===== src/rtl/mano_timing_pkg.sv =====
// Shared timing constants and run-state encoding for the control unit.
package mano_timing_pkg;

    localparam int unsigned SC_WIDTH   = 3;
    localparam int unsigned T_LAST     = 6;
    localparam int unsigned ICNT_WIDTH = 16;

    typedef enum logic [1:0] {
        IDLE   = 2'd0,
        RUN    = 2'd1,
        HALTED = 2'd2
    } state_t;

endpackage


===== src/rtl/sat_counter.sv =====
// Saturating up-counter with synchronous clear; never wraps past all-ones.
module sat_counter #(
    parameter int unsigned WIDTH = 16
) (
    input  logic             clk,
    input  logic             clr,
    input  logic             inc,
    output logic [WIDTH-1:0] count
);

    // Clear dominates; increment stops once the count reaches all-ones.
    always_ff @(posedge clk) begin
        if (clr) begin
            count <= '0;
        end else if (inc && (count != '1)) begin
            count <= count + 1'b1;
        end
    end

endmodule


===== src/rtl/sequence_counter.sv =====
// Timing-sequence counter: run state, SC clear/hold/increment policy,
// instruction accounting and the sticky T-state overrun flag.
module sequence_counter #(
    parameter int unsigned SC_WIDTH   = mano_timing_pkg::SC_WIDTH,
    parameter int unsigned T_LAST     = mano_timing_pkg::T_LAST,
    parameter int unsigned ICNT_WIDTH = mano_timing_pkg::ICNT_WIDTH
) (
    input  logic                  clk,
    input  logic                  rst,
    input  logic                  start,
    input  logic                  hlt,
    input  logic                  sc_clr,
    input  logic                  sc_hold,
    output logic [SC_WIDTH-1:0]   sc_value,
    output logic                  running,
    output logic                  wrap,
    output logic                  t_overrun,
    output logic [ICNT_WIDTH-1:0] instr_count
);

    import mano_timing_pkg::*;

    localparam logic [SC_WIDTH-1:0] T_LAST_SC = SC_WIDTH'(T_LAST);

    state_t              state, state_n;
    logic [SC_WIDTH-1:0] sc_n;
    logic                wrap_n;
    logic                ovr_n;
    logic                count_en;

    // State, SC and flag registers; reset dominates every other input.
    always_ff @(posedge clk) begin
        if (rst) begin
            state     <= IDLE;
            sc_value  <= '0;
            running   <= 1'b0;
            wrap      <= 1'b0;
            t_overrun <= 1'b0;
        end else begin
            state     <= state_n;
            sc_value  <= sc_n;
            running   <= (state_n == RUN);
            wrap      <= wrap_n;
            t_overrun <= ovr_n;
        end
    end

    // Next-state and SC policy: in RUN the order is hlt > sc_clr > sc_hold > increment.
    always_comb begin
        state_n  = state;
        sc_n     = sc_value;
        wrap_n   = 1'b0;
        ovr_n    = t_overrun;
        count_en = 1'b0;
        unique case (state)
            IDLE, HALTED: begin
                sc_n = '0;
                if (start) begin
                    state_n = RUN;
                    ovr_n   = 1'b0;
                end
            end
            RUN: begin
                if (hlt) begin
                    sc_n     = '0;
                    count_en = 1'b1;
                    state_n  = HALTED;
                end else if (sc_clr) begin
                    sc_n     = '0;
                    count_en = 1'b1;
                end else if (!sc_hold) begin
                    sc_n = sc_value + 1'b1;
                    if (sc_value == T_LAST_SC) begin
                        ovr_n = 1'b1;
                    end
                    if (sc_value == '1) begin
                        wrap_n = 1'b1;
                    end
                end
            end
            default: begin
                state_n = IDLE;
                sc_n    = '0;
            end
        endcase
    end

    sat_counter #(
        .WIDTH(ICNT_WIDTH)
    ) u_icnt (
        .clk  (clk),
        .clr  (rst),
        .inc  (count_en),
        .count(instr_count)
    );

endmodule

===== config.mk =====
export PLATFORM = sky130hd
export DESIGN_NAME = sequence_counter
export DESIGN_NICKNAME = d
export VERILOG_FILES = /design/src/rtl/mano_timing_pkg.sv /design/src/rtl/sat_counter.sv /design/src/rtl/sequence_counter.sv
export SDC_FILE = /design/constraint.sdc
export NUM_CORES = 1
export LEC_CHECK = 0
export CAP_MARGIN = 5
export CELL_PAD_IN_SITES_DETAIL_PLACEMENT = 1
export CELL_PAD_IN_SITES_GLOBAL_PLACEMENT = 1
export CORE_MARGIN = 2
export CORE_UTILIZATION = 39
export DETAILED_ROUTE_END_ITERATION = 8
export HOLD_SLACK_MARGIN = 0.08
export PLACE_DENSITY_LB_ADDON = 0.1
export REMOVE_ABC_BUFFERS = 1
export SYNTH_ARGS = -nofsm -noshare
export SYNTH_HDL_FRONTEND = slang
export SYNTH_SLANG_ARGS = --single-unit

===== constraint.sdc =====
create_clock -name clk -period 3.9 [get_ports clk]
set_input_delay 0.78 -clock clk [delete_from_list [all_inputs] [get_ports clk]]
set_output_delay 0.78 -clock clk [all_outputs]
set_load 0.05 [all_outputs]

# Yosys cells after proc, flatten, opt, wreduce, memory -nomap -nowiden
# Index checks and enable logic that the tools add are counted.
[op_classes] n_eq_ne=11 muxes=13 reduce_logical=7 bitwise=1 addsub=2
[op_table] op="16-bit by 1-bit adder with 16-bit output, second input constant" n=1
[op_table] op="16-bit != test, second input constant" n=1
[op_table] op="2-bit != test, second input constant" n=5
[op_table] op="1-bit 2-to-1 mux" n=9
[op_table] op="3-bit == test, second input constant" n=2
[op_table] op="6-bit AND reduction" n=1
[op_table] op="5-bit OR reduction" n=1
[op_table] op="2-bit by 1-bit == test with 1-bit output, second input constant" n=2
[op_table] op="2-bit 2-to-1 mux" n=2
[op_table] op="2-bit case mux with 2 select lines" n=1
[op_table] op="4-bit OR reduction" n=1
[op_table] op="3-bit by 1-bit adder with 3-bit output, second input constant" n=1
[op_table] op="2-bit == test, second input constant" n=1
[op_table] op="2-bit zero test" n=1
[op_table] op="1-bit case mux with 2 select lines" n=1
[op_table] op="2-bit nonzero test" n=1
[op_table] op="2-bit OR reduction" n=1
[op_table] op="1-bit logical AND" n=1
[op_table] op="1-bit NOT" n=1
[word_totals] word_cells=40 output_inout_bits=22 reg_bits=24 inputBits=6

# Depth between registers and ports, before layout
# Gate-level depths: netlist of run 1.
[logic_depth] depth_word=6 depth_mapped=6 depth_no_buf=6

# Hierarchy
# Synthesis of run 1 repeated with hierarchy kept, for this count alone.
[unflattened] hier_cells=133 hier_area_um2=1218.7
[modules_own_cells] module="sat_counter" instances=1 cells_per_inst=99 area_each_um2=848.3
[modules_own_cells] module="sequence_counter" instances=1 cells_per_inst=34 area_each_um2=370.4

# Least setup slack after synthesis of run 1
# OpenSTA, ideal clock, no wires.
[synth_path] path_type="reg-to-reg" startpoint="reg u_icnt.count[4]" endpoint="reg u_icnt.count[13]" t_arrival_ns=1.864 path_slack_ns=1.915 required_time_ns=3.779 path_buffers=0 stages_incl_launch_ff=6 setup_ns=0.121 synth_period_minus_slack_ns=1.985 path_cell_list="dfxtp_1 -> nand3_4 -> nor3_1 -> and4_2 -> nor2b_2 -> mux2_4"
[synth_via] elab_chain_cells=2 word_cells_on_any_way=3 cone_classes="1 x add/sub; 1 x eq/ne; 1 x reduce/logical"
[synth_lines] item="start: declaration" line="sat_counter.sv:8" rtl="output logic [WIDTH-1:0] count"
[synth_lines] item="start signal: assignment" line="sat_counter.sv:16" rtl="count <= count + 1'b1;"
[synth_lines] item="branches (longest 2 deep; another with 16-bit by 1-bit adder with 16-bit output)"
# Parallel ways; which one is timed is not known.
# A chain may end at the register's enable or synchronous reset.

# Worst setup path after layout of run 1
[layout_path] startpoint="reg u_icnt.count[2]" endpoint="out instr_count[2]"
[layout_rtl] item="end: declaration" line="sequence_counter.sv:18" rtl="output logic [ICNT_WIDTH-1:0] instr_count"
# No word-level cell between the ends.

==> summary by stage, run 1 <==
Worst setup path
The type of origin of the critical path is a flop. In this run the worst path has a maximum fanout of 7. The family with the most delay on the worst path is buffers and inverters.

The count of buffer and inverter cells on the critical path is 1. The signal on the critical path passes through clkdlybuf4s50_1. The largest incremental delay on the critical path is approximately 0.86 ns. The critical path is of the flop to primary output type. The arrival time of data at the critical path endpoint is around 1.7 ns. The register-to-register setup slack is 1.90 ns. STA classifies the critical path endpoint as a primary output. The data required time of the worst path is between 3 and 4 ns. The slowest stage cell on the critical path is sky130_fd_sc_hd__clkdlybuf4s50_1.

Floorplanning
The top-level I/O count is 28. The initialized floorplan defines 20 standard-cell rows. The y dimension of the die is approximately 60 um. The overall die width is between 50 and 60 um. The initial cell density of the core is about two fifths. The total area inside the core boundary comes to roughly 0.003 mm^2. The die covers between 0.003 and 0.004 mm^2.

Power
Power spread over the standard cell area amounts to between 300 and 400 mW/mm^2. The reported leakage power is between 0.0005 and 0.0006 uW. VDD sags by at most 0.168 mV. The completed layout was analyzed and its total power is around 480 uW.

CTS
For this design, the sink count on the clock tree is 24. No sink is reached through more buffers than the 2 on the longest clock path. The count of H-tree levels built during CTS is 1. TritonCTS built the clock tree. The latest clock arrival within the worst-skew pair is 0.33 ns. The TritonCTS buffer count is 3. The post-CTS setup-driven buffer insertion count is 0.

The tree is rooted in a sky130_fd_sc_hd__clkbuf_4. For this design, the CTS-stage hold fixing added 0 buffers. After clock tree synthesis, the clock-pin slew on the worst setup and hold paths is between 0.1 and 0.15 ns. The number of gates given a new drive strength after cts is 0.

Place
In this run, placement finished with an instance count of 188. The number of input and output port buffers inserted is 27. Before CTS, the worst setup slack after placement is approximately 1.3 ns. The total half-perimeter wirelength after legalization and detailed placement is 2.21 mm. The final RePlAce weighted congestion is between 0.7 and 0.8.

Logic synthesis
After synthesis, the largest family of logic cells by area is simple AND/OR/NAND/NOR gates. Of the total synthesized cell area, the portion taken by full adders, half adders and majority gates is between 4 and 5%. Averaged over all synthesized cells, the footprint is 9.32 um^2.

Yosys attributes the largest share of cell area to sky130_fd_sc_hd__dfxtp_1 39%, sky130_fd_sc_hd__nor2_1 8.0%, sky130_fd_sc_hd__xnor2_1 5.0%. The fraction of registers with async set/reset is 0%. The count of yosys warnings during synthesis is 0. The netlist uses just over 40 different library cells. Multiplexer cells account for under 10% of the synthesized area. Summed over all instances, the cell type with the most area after synthesis is sky130_fd_sc_hd__dfxtp_1. The number of enable-type register cells in the synthesized netlist is 0.

The synthesized netlist occupies a cell area of about 0.0012 mm^2. The portion of the post-synthesis area used by sequential elements is about two fifths. The area fraction in and, or, nand and nor cells after synthesis is a little under two fifths. The post-synthesis instance total is ~130. Of the post-synthesis cell area, the dominant cell type holds between 30% and 40%. After synthesis the netlist holds a flip-flop and latch count of 24. The share of the synthesized area in compound gates (AO/OA/AOI/OAI) is 7.17%. For this run, the leading register cell type out of synthesis is sky130_fd_sc_hd__dfxtp_1. Of the total synthesized cell area, the portion taken by XOR and XNOR cells is 6.45%.

Drt
The detail route stage leaves a number of antenna-violating nets equal to 0. For this block, the via count after detailed routing is between 1,000 and 1,500. The first detailed-routing pass ran for 4 iterations. The average vias per placed instance is 5.53. The average wire per standard cell is around 16 um. The DRC violation count after routing is 0. After detailed routing, the total wire length is ~3 mm. The iteration-0 DRC count of the detailed router is 20.

Job
The max-capacitance violation count is 0.

Global route
The initial antenna violation count is 0. The largest net degree at the start of global routing is 23. The total overflow left after global routing is 0.

The wire length of the first global-routing pass is roughly 5.1 mm. The total global routing track utilization is 18.7%. The via count of the first global-routing pass is roughly 1,100.

STA
The final-report max-slew violation count is 0. Setup repair after global routing left no endpoint under its margin. The sum of negative setup slack is 0 ns. The minimum clock period is 2.45 ns. The slew at the pin closest to its max-slew limit is 0.851 ns. The count of final hold-check violations is 0.

Headroom to the max-slew limit came out at 43.1%. The worst setup slack after layout is 1.45 ns. The number of failing setup endpoints in the final timing report is 0. The timing-limited maximum frequency is just over 400 MHz. After layout, the worst path uses between 60% and 70% of the clock period. The final clock skew is ~0.00083 ns.

Hold path
The path type of the worst min-delay path is flop to flop.

Finish
The finished layout holds ~190 standard cells, fillers aside. The synthesis-to-layout area growth is 28.9%. The area taken by flip-flops and latches is roughly 480 um^2.

The fraction of final layout cells sized beyond drive strength 1 is between 10% and 20%. Cells fill roughly 52% of the core in the end. The final net count is 170. The number of fill cells in the layout is about 360. The multi-input combinational cells in the finished layout cover a total of between 700 and 800 um^2. 0 antenna diodes ended up in the layout.

Run status
The flow ran to the end, and the final reports show no timing, DRC or antenna violations.
## layout make-up
type / instances / area share, %
clock buffers: 3 / 1.43
clock inverters: 1 / 1.91
inverters: 2 / 0.477
multi-input cells: 102 / 45.9
flip-flops and latches: 24 / 30.5
well taps: 33 / 2.62
repair buffers: 27 / 17.2
## power breakdown
part | switching, uW | internal (uW) | leakage, uW
sequential | 3.51 | 249 | 0.000194
combinational | 23.2 | 15.4 | 0.000353
clock | 81.9 | 104 | 0.0000279
total | 109 | 368 | 0.000575
## registers in the layout, indices dropped and copies added, names as in the netlist
register / cells
wrap: 1
t_overrun: 1
state: 2
u_icnt.count: 16
sc_value: 3
running: 1
## worst paths after layout
kind / startpoint / to / cells after the start
max: u_icnt.count[2] / instr_count[2] / 1
min: state[1] / state[1] / 2
max reg2reg: u_icnt.count[0] / u_icnt.count[1] / 6
min reg2reg: state[1] / state[1] / 2
## layer usage
layer  global-route usage, %  vias to the layer above  wire length [um]
met5                       0                        -                 0
met4                    6.67                        0                45
met3                    3.03                        5               109
met2                    31.1                       19              1460
met1                    24.2                      516              1380
li1                        -                      522                 -
## cells in the final DEF, fill, tap and decap left out, types with 2 or more instances in the layout
cell type                         synthesis  final
sky130_fd_sc_hd__inv_1                    2      2
sky130_fd_sc_hd__nor4_4                   2      2
sky130_fd_sc_hd__clkbuf_4                 0      3
sky130_fd_sc_hd__a211oi_1                 2      2
sky130_fd_sc_hd__nor3_1                  10     10
sky130_fd_sc_hd__clkdlybuf4s50_1          0     27
sky130_fd_sc_hd__dfxtp_1                 24     24
sky130_fd_sc_hd__nand3_1                  2      2
sky130_fd_sc_hd__nand4_1                  3      3
sky130_fd_sc_hd__xor2_1                   2      2
sky130_fd_sc_hd__a21oi_1                  6      6
sky130_fd_sc_hd__xnor2_1                  7      7
sky130_fd_sc_hd__a31oi_1                  2      2
sky130_fd_sc_hd__mux2i_1                  3      3
sky130_fd_sc_hd__nor3b_1                  2      2
sky130_fd_sc_hd__nor2_1                  26     26
sky130_fd_sc_hd__ha_1                     4      4
sky130_fd_sc_hd__nand2_1                  6      6
sky130_fd_sc_hd__nand3b_1                 2      2
## stage by stage
stage | cell area [um^2] | hold slack [ns]
finish | 1570 | 0.547
floorplan | 1210 | 0.481
global route | 1570 | 0.595
detailed placement | 1520 | 0.530
CTS | 1570 | 0.564
global placement | 1520 | 0.504
## synth_stat cells, types with 2 or more instances
cell type	count
sky130_fd_sc_hd__nor3_1	10
sky130_fd_sc_hd__xor2_1	2
sky130_fd_sc_hd__dfxtp_1	24
sky130_fd_sc_hd__nor2_1	26
sky130_fd_sc_hd__a21oi_1	6
sky130_fd_sc_hd__mux2i_1	3
sky130_fd_sc_hd__xnor2_1	7
sky130_fd_sc_hd__a31oi_1	2
sky130_fd_sc_hd__ha_1	4
sky130_fd_sc_hd__nor4_4	2
sky130_fd_sc_hd__nand3b_1	2
sky130_fd_sc_hd__inv_1	2
sky130_fd_sc_hd__nor3b_1	2
sky130_fd_sc_hd__a211oi_1	2
sky130_fd_sc_hd__nand2_1	6
sky130_fd_sc_hd__nand3_1	2
sky130_fd_sc_hd__nand4_1	3
sky130_fd_sc_hd__clkbuf_1	3
## cells by family (layout without fill, tap and decap cells)
kind of cell,count (synthesis),count (layout)
AOI/OAI and AO/OA,14,14
xor gates and xnor gates,9,9
adders and majority gates,4,4
buffers and inverters,5,33
DFF,24,24
muxes,4,4
and+or+nand+nor,71,71
(Power assumes the default switching activity.)
==> run 2: changes to the inputs <==
- CORE_UTILIZATION: 39 -> 37
- clock period: 3.9 -> 2.3 ns (I/O delays scaled with it)
==> summary by stage, run 2 (synthesis gave the netlist of run 1 again) <==
STA
The number of failing setup endpoints in the final timing report is 0 (unchanged). The timing-limited maximum frequency is 476 MHz. Setup repair after global routing left no endpoint under its margin. The final-report max-slew violation count came to 0 (unchanged). The count of final hold-check violations was 0 (unchanged). The sum of negative setup slack is 0 ns (unchanged). The relative slew slack is 64.6% (+22 points).

The final clock skew came to 0.00293 ns (+0.00210 ns). The slew at the pin closest to its max-slew limit is 0.529 ns (-0.322 ns). The minimum clock period is 2.10 ns. The final critical path takes up about nine tenths of the cycle.

Run status
The run finished with clean final reports.

Global route
After global routing, the most crowded layer is met2. The global routing usage on met3 is 2.10% (-0.93 points). The met1 track demand over resource is 21.1% (-3.1 points). The initial antenna violation count is 0 (unchanged). The total global routing track utilization was 17.2% (-1.4 points). The largest net degree at the start of global routing is 13 (-43%).

The met2 usage in global routing is 30.9% (-0.20 points). The wire length of the first global-routing pass is 4.88 mm (-4.1%). The via count of the first global-routing pass came to 1,046 (-2.9%). The total congestion overflow after global routing is 0 (unchanged).

CTS
The number of gates given a new drive strength after cts was 0 (unchanged). The clock tree buffer depth is 2 (unchanged). The clock transition at the registers of the reported paths is 0.13 ns (about the same). The number of buffers added to fix hold violations after cts is 0 (unchanged). The count of H-tree levels built during CTS came to 1 (unchanged).

The TritonCTS buffer count was 3 (unchanged). TritonCTS built the clock tree. The count of clock tree sinks is 24 (unchanged). In this run the clock root is driven by a sky130_fd_sc_hd__clkbuf_4. The latest clock arrival within the worst-skew pair came to 0.31 ns (-0.02 ns). The post-CTS setup-driven buffer insertion count is 0 (unchanged).

Drt
The first-pass iteration count of the detailed router is 2 (-2). The average vias per placed instance is 5.22 (-5.7%). The count of vias placed by the detailed router is 1,075 (+1.2%). The post-route antenna net violation count was 0 (unchanged). The DRC violation count after routing is 0 (unchanged). The sum of routed wire length over all layers is 2.90 mm (-3.2%). The iteration-0 DRC count of the detailed router is 27 (+35%). The average wire per standard cell is 14.1 um (-9.8%).

Worst setup path
The critical path endpoint category is a primary output. The largest incremental delay on the critical path is 0.85 ns (about the same). Walking the worst path, the cells encountered are clkdlybuf4s50_1. The type of origin of the critical path is a flop.

The arrival time of data at the critical path endpoint is 1.64 ns (-0.03 ns). The register-to-register setup slack is 0.44 ns (-1.46 ns). Grouping stages by cell kind, the critical path spends the most delay in buffers and inverters.

The slowest stage cell on the critical path is sky130_fd_sc_hd__clkdlybuf4s50_1. The maximum fanout along the worst path is 7 (unchanged). The cell count of the worst reg-to-reg path is 6 (unchanged).

The launch point of the worst reg-to-reg path is u_icnt.count[0]. The critical path is of the flop to primary output type. The worst register-to-register path ends at u_icnt.count[1]. The count of buffer and inverter cells on the critical path is 1 (unchanged). The data required time of the worst path was 1.84 ns (-1.28 ns).

Power
The clock share of power was 27.4% (-12 points). The total internal power is 512 uW (+39%). The switching power is 171 uW (+58%). The fraction of power consumed by combinational cells came to 10.1% (+2.0 points). The switching part of the total was 25.1% (+2.3 points). The total chip power is 684 uW (+43%). The reported leakage power is 0.000581 uW (+1.1%). The proportion of power drawn by flip-flops and latches is 62.6% (+9.7 points). The highest ir drop seen on vdd was 0.265 mV (+57%). The power density over the cells was 430 mW/mm^2 (+42%).

Floorplanning
The number of core rows was 20 (unchanged). The floorplan core area is 0.00310 mm^2 (+3.3%). The overall die width is 61.5 um (+2.5%). The y dimension of the die is 61.5 um (+2.5%). The initial cell density of the core was 39.4% (-1.3 points). The area of the die is 0.00378 mm^2 (+5.0%). The top-level I/O count came to 28 (unchanged).

Place
The number of input and output port buffers inserted came to 27 (unchanged). The final RePlAce weighted congestion is 0.712 (-6.0%). The total half-perimeter wirelength after legalization and detailed placement is 2.33 mm (+5.2%).

Finish
The final net count was 174 (+2.4%). The fraction of final layout cells sized beyond drive strength 1 is 13.6% (+1.6 points). Counting flops per register, the top entry is u_icnt.count. In the layout the commonest cells are 27 x sky130_fd_sc_hd__clkdlybuf4s50_1, 26 x sky130_fd_sc_hd__nor2_1, 24 x sky130_fd_sc_hd__dfxtp_1.

The largest registers in the layout are u_icnt.count x16, sc_value x3, state x2. The flip-flop count of the largest register after layout is 16 (unchanged). The number of diodes added for antenna fixing was 0 (unchanged).

Leaving out fill and tap cells, the most frequent cell in the layout is sky130_fd_sc_hd__clkdlybuf4s50_1. The area growth from synthesis to layout is 30.0%. The number of fill cells in the layout is 385 (+7.8%).

Hold path
The cell count of the worst hold path came to 2 (unchanged). The path type of the worst min-delay path is flop to flop. The worst hold path terminates at state[1]. The start point of the worst min-delay path is state[1].

Job
The max-capacitance violation count is 0 (unchanged).
==> run 2: per-stage QoR <==
step | cells | setup WS, ns | utilization [%] | instance area [um^2] | hold WS, ns
after floorplan | 128 | 0.315 | - | 1210 | 0.481
after global placement | 203 | 0.185 | 50.4 | 1570 | 0.504
after detailed placement | 203 | 0.0726 | 50.4 | 1570 | 0.523
after CTS | 206 | 0.182 | 51.2 | 1590 | 0.554
after global routing | 206 | 0.110 | 51.2 | 1590 | 0.600
final | 206 | 0.198 | 51.2 | 1590 | 0.543
==> run 2: power by group through the flow <==
stage               registers, uW  clock network (uW)  logic, uW
floorplan                     449                   0       23.2
global placement              436                   0       67.5
detailed placement            437                   0       69.7
CTS                           428                 194       69.9
global route                  429                 212       73.8
finish                        428                 187       69.0
==> run 2: layout make-up <==
class	count	area [um^2]	share of cell area [%]
multi-input cells	102	722	45.5
repair buffers	31	300	18.9
well taps	44	55.1	3.47
flip-flops and latches	24	480	30.3
clock buffers	3	22.5	1.42
inverters	2	7.51	0.473
==> run 2: how the worst max path moves through the flow <==
| stage | from | endpoint | slack, ns | cells past startpoint |
|---|---|---|---|---|
| detailed placement | hlt | u_icnt.count[13] | 0.07 | 6 |
| finish | u_icnt.count[2] | instr_count[2] | 0.20 | 1 |
| CTS | u_icnt.count[2] | instr_count[2] | 0.18 | 1 |
| global placement | hlt | u_icnt.count[13] | 0.19 | 6 |
| global route | u_icnt.count[13] | instr_count[13] | 0.11 | 1 |
| floorplan | u_icnt.count[4] | u_icnt.count[13] | 0.32 | 5 |
==> run 2: routing by layer <==
layer  part of all wire, %  vias to the layer above
li1                      -                      527
met1                    45                      524
met2                    51                       19
met3                   2.3                        5
met4                   1.4                        0
met5                     0                        -
